File: config.mk
export PLATFORM = sky130hd
export DESIGN_NAME = wrr_arbiter
export DESIGN_NICKNAME = d
export VERILOG_FILES = /design/src/rtl/wrr_arbiter.sv
export SDC_FILE = /design/constraint.sdc
export NUM_CORES = 1
export LEC_CHECK = 0
export ABC_AREA = 1
export CAP_MARGIN = 20
export CORE_UTILIZATION = 60
export CTS_BUF_LIST = sky130_fd_sc_hd__clkbuf_8 sky130_fd_sc_hd__clkbuf_16
export DETAILED_ROUTE_END_ITERATION = 10
export DONT_BUFFER_PORTS = 1
export HOLD_SLACK_MARGIN = 0.15
export PLACE_DENSITY_LB_ADDON = 0.1
export RECOVER_POWER = 50
export SYNTH_ARGS = -nofsm -noshare
export SYNTH_HDL_FRONTEND = slang
export SYNTH_SLANG_ARGS = --single-unit
File: constraint.sdc
create_clock -name clk -period 4.76 [get_ports clk]
set_input_delay 0.952 -clock clk [delete_from_list [all_inputs] [get_ports clk]]
set_output_delay 0.952 -clock clk [all_outputs]
set_load 0.01 [all_outputs]
File: src/rtl/wrr_arbiter.sv
// Weighted round-robin / fixed-priority arbiter for N requesters.
// Produces a registered one-hot grant with its index; each weight sets a grant burst length.
module wrr_arbiter #(
  parameter int N  = 4,
  parameter int WW = 4,
  parameter int IW = $clog2(N)
) (
  input  logic            clk,
  input  logic            rst_n,
  input  logic [N-1:0]    req,
  input  logic [N*WW-1:0] weight,
  input  logic            mode,
  output logic [N-1:0]    grant,
  output logic            grant_valid,
  output logic [IW-1:0]   grant_id
);

  logic [N-1:0]  grant_q, grant_d;
  logic          grant_valid_q, grant_valid_d;
  logic [IW-1:0] grant_id_q, grant_id_d;
  logic [WW-1:0] credit_q, credit_d;
  logic [IW-1:0] ptr_q, ptr_d;

  logic          holder_req;
  logic          hold;
  logic          win_found;
  logic [IW-1:0] win_idx;
  logic [IW-1:0] cand_idx;
  int            cand;

  // A zero weight field still earns one grant cycle.
  function automatic logic [WW-1:0] eff_weight(input logic [N*WW-1:0] w,
                                               input logic [IW-1:0]   idx);
    logic [WW-1:0] f;
    f = w[int'(idx)*WW +: WW];
    return (f == '0) ? WW'(1) : f;
  endfunction

  always_comb begin
    grant_d       = '0;
    grant_valid_d = 1'b0;
    grant_id_d    = '0;
    credit_d      = credit_q;
    ptr_d         = ptr_q;
    win_found     = 1'b0;
    win_idx       = '0;
    cand          = 0;
    cand_idx      = '0;

    holder_req = grant_valid_q && req[grant_id_q];
    // Credit is forced to 0 in fixed-priority mode, so a 1->0 switch never holds.
    hold       = !mode && holder_req && (credit_q > WW'(1));

    // Fixed priority scans from index 0; round-robin scans from the slot after the pointer.
    for (int k = 0; k < N; k++) begin
      cand     = mode ? k : (int'(ptr_q) + 1 + k) % N;
      cand_idx = IW'(cand);
      if (!win_found && req[cand_idx]) begin
        win_found = 1'b1;
        win_idx   = cand_idx;
      end
    end

    if (hold) begin
      grant_d       = grant_q;
      grant_valid_d = 1'b1;
      grant_id_d    = grant_id_q;
      credit_d      = credit_q - WW'(1);
    end else if (win_found) begin
      grant_d[win_idx] = 1'b1;
      grant_valid_d    = 1'b1;
      grant_id_d       = win_idx;
      ptr_d            = win_idx;
      credit_d         = mode ? '0 : eff_weight(weight, win_idx);
    end else begin
      credit_d = '0;
    end
  end

  always_ff @(posedge clk or negedge rst_n) begin
    if (!rst_n) begin
      grant_q       <= '0;
      grant_valid_q <= 1'b0;
      grant_id_q    <= '0;
      credit_q      <= '0;
      ptr_q         <= IW'(N - 1);
    end else begin
      grant_q       <= grant_d;
      grant_valid_q <= grant_valid_d;
      grant_id_q    <= grant_id_d;
      credit_q      <= credit_d;
      ptr_q         <= ptr_d;
    end
  end

  assign grant       = grant_q;
  assign grant_valid = grant_valid_q;
  assign grant_id    = grant_id_q;

endmodule
==> metrics.md <==
| Metric | Value |
|---|---|
| 1st-pass router iterations | `7` |
| Maximum fanout along the worst path | `12` |
| Cell count after synthesis | `167` |
| Max stage delay on crit path | `0.21 ns` |
| Fill cells | `129` |
| Clk sinks | `13` |
| Max-slew headroom | `0.7845` |
| Core Area | `0.001594 sq mm` |
| Iter 0 DRT Violations | `48` |
| Die extent in y | `44.25 um` |
| # IOs | `30` |
| Vias in the first global route | `926` |
| Hold/Removal Path Class | `input port to asynchronous set/reset pin` |
| Seq/Total Area, Yosys | `0.3061` |
| Layout Nets | `195` |
| Period Utilization, post-route | `0.5231` |
| WL final | `2433 um` |
| Clk buf depth | `2` |
| Root Buffer | `clkbuf_8` |
| Syn_nets | `192` |
| Hold Buf Count CTS | `0` |
| Most Frequent Cell on Critical Path | `nand2_1` |
| Initial antenna violation count | `0` |
| Layout cell share with drive strength beyond 1 | `0.1420` |
| Num CTS Buffers | `3` |
| Dpl hpwl | `1917 um` |
| Final hold violations | `0` |
| Std-Cell Rows | `14` |
| Vias per inst | `5.456` |
| Max frequency | `401.6 MHz` |
| Arrival time worst endpoint | `2.62 ns` |
| Clock Skews | `0.001160 ns` |
| Static Leakage | `0.5988 nW` |
| Pwr dens | `667.5 mW/mm^2` |
| Final Wtd Congestion | `0.9193` |
| Syn Area/Cell | `6.413 sq um` |
| Syn-to-layout area delta | `5.607%` |
| Vias | `1053` |
| CP Capture Type | `flip-flop` |
| Max cap viols | `0` |
| CP required | `4.89 ns` |
| Port Buffers | `0` |
| Post-synthesis cell area | `0.001071 sq mm` |
| H-tree Lvls | `1` |
| Worst slew pin tran | `0.3229 ns` |
| Congestion Overflow GR | `0` |
| Crit Reg-Reg Endpoint | `credit_q[0]$_DFF_PN0_` |
| Post-cts sizing count | `0` |
| Status | `complete, but fails checks` |
| Initial Util | `0.6719` |
| WP buf/inv | `2` |
| Final Max Slew Viols | `0` |
| Failing checks | `design-rule violations` |
| Chip Width | `44.25 um` |
| Post-CTS Setup Bufs | `0` |
| Worst-path clk slew | `0.05 ns` |
| Worst VDD drop | `0.5161 mV` |
| Reg2Reg Depth | `19` |
| Final Setup Violations | `0` |
| Slowest-stage cell, CP | `nor2_4` |
| CP top delay family | `simple AND/OR/NAND/NOR gates` |
| Fin util | `0.7096` |
| Synth area leaders | `dfrtp_1 (26%), nand2_1 (22%), nand3_1 (6.1%)` |
| Worst r2r src | `ptr_q[0]$_DFFE_PN1P_` |
| Post-layout min period | `2.490 ns` |
| Register bit total from synthesis | `13` |
| Library cells used by synthesis | `24` |
| Commonest non-fill, non-tap cell in the layout | `nand2_1` |
| Final ANT Viol Nets | `0` |
| Tot GR Track Use | `0.2781` |
| First-pass GRT wire length | `4008 um` |
| WS Path Type | `input port to flip-flop` |
| Crit start category | `input port` |
| Largest net degree at the start of global routing | `14` |
| Post-Route Setup TNS | `0 ns` |
| Post-synth top area share | `0.2570` |
| Reg-to-reg slack, setup | `2.49 ns` |
| Residual DRC | `4` |
| Die area | `0.001958 sq mm` |
| Synth warn | `0` |
| CTS tree | `done` |
| Clock Latency Late Sink | `0.24 ns` |
| Post-synth top area cell | `dfrtp_1` |
| Post-DR wirelength/cell | `12.61 um` |
| RSZ-0062 raised after global routing | `no` |
| ANT cells | `0` |
| Cell Chain, Critical Path | `nor2_4, nand2_2, nand2_2, nand2_1, nand2_1, nand4_1, nand2_2, nand2_2, inv_1, nand2_1, nand2_1, nand2_1, nand2_1, inv_1, nand2_1, nand2_1, nand2_1, nand2_1` |
| Most frequent cells in the layout | `nand2_1 (63), inv_1 (16), nor2_1 (13), nand3_1 (13)` |
==> synth_stat cells <==
library cell,count
nand2_1,63
inv_1,15
nand3_1,13
nor2_1,13
dfrtp_1,11
o21ai_0,11
nand2_2,8
a21oi_1,4
a32o_1,3
inv_2,3
nand4_1,3
o31ai_1,3
dfstp_2,2
ha_1,2
nand2_4,2
nand3_2,2
or2_2,2
buf_6,1
clkbuf_1,1
nor2_2,1
nor2_4,1
nor3_1,1
o21ai_1,1
or2_1,1
==> registers in the layout (all words and copies together) (netlist names) <==
name         cells
credit_q         4
grant            4
ptr_q            2
grant_valid      1
grant_id         2
==> power breakdown <==
group	leakage [nW]	total [mW]	switching [mW]	internal, mW
clock network	0.0269	0.0927	0.0360	0.0567
registers	0.158	0.214	0.0490	0.165
logic	0.414	0.449	0.299	0.149
total	0.599	0.755	0.384	0.371
==> stage by stage <==
stage	cell area [sq um]	power (mW)	hold slack, ns	worst slack [ns]	instances
3_3_place_gp	1086	0.6356	0.5228	2.099	189
2_1_floorplan	1071	0.5755	0.4977	2.365	167
3_5_place_dp	1086	0.6533	0.5438	2.017	189
4_1_cts	1131	0.7538	0.4044	2.271	193
5_1_grt	1131	0.8327	0.3943	1.984	193
6_report	1131	0.7550	0.4047	2.270	193
==> how the worst max path moves through the flow <==
| stage | start | to | depth (start not counted) |
|---|---|---|---|
| 3_3_place_gp | mode | credit_q[0]$_DFF_PN0_ | 18 |
| 5_1_grt | mode | credit_q[0]$_DFF_PN0_ | 18 |
| 3_5_place_dp | mode | credit_q[0]$_DFF_PN0_ | 18 |
| 2_1_floorplan | mode | credit_q[0]$_DFF_PN0_ | 18 |
| 6_report | mode | credit_q[0]$_DFF_PN0_ | 18 |
| 4_1_cts | mode | credit_q[0]$_DFF_PN0_ | 18 |
==> layer usage <==
layer	part of all wire	global-route usage
met1	0.44	0.3711
met4	0.022	0.09697
met2	0.46	0.4529
met5	0	0
met3	0.078	0.05306
==> final cells by class <==
class	count	area, sq um	share of cell area
inverter	18	67.56	0.05973
tap	24	30.03	0.02655
multi-input combinational	134	660.6	0.5841
clock inverter	1	3.754	0.003319
sequential	13	327.8	0.2898
clock buffer	3	41.29	0.03650
==> kinds of logic after synthesis <==
logic type / synth area share
and+or+nand+nor: 0.4696
buffers and inverters: 0.07709
adders and majority gates: 0.02336
DFF: 0.3061
AOI/OAI and AO/OA: 0.1238
(Power assumes the default switching activity.)
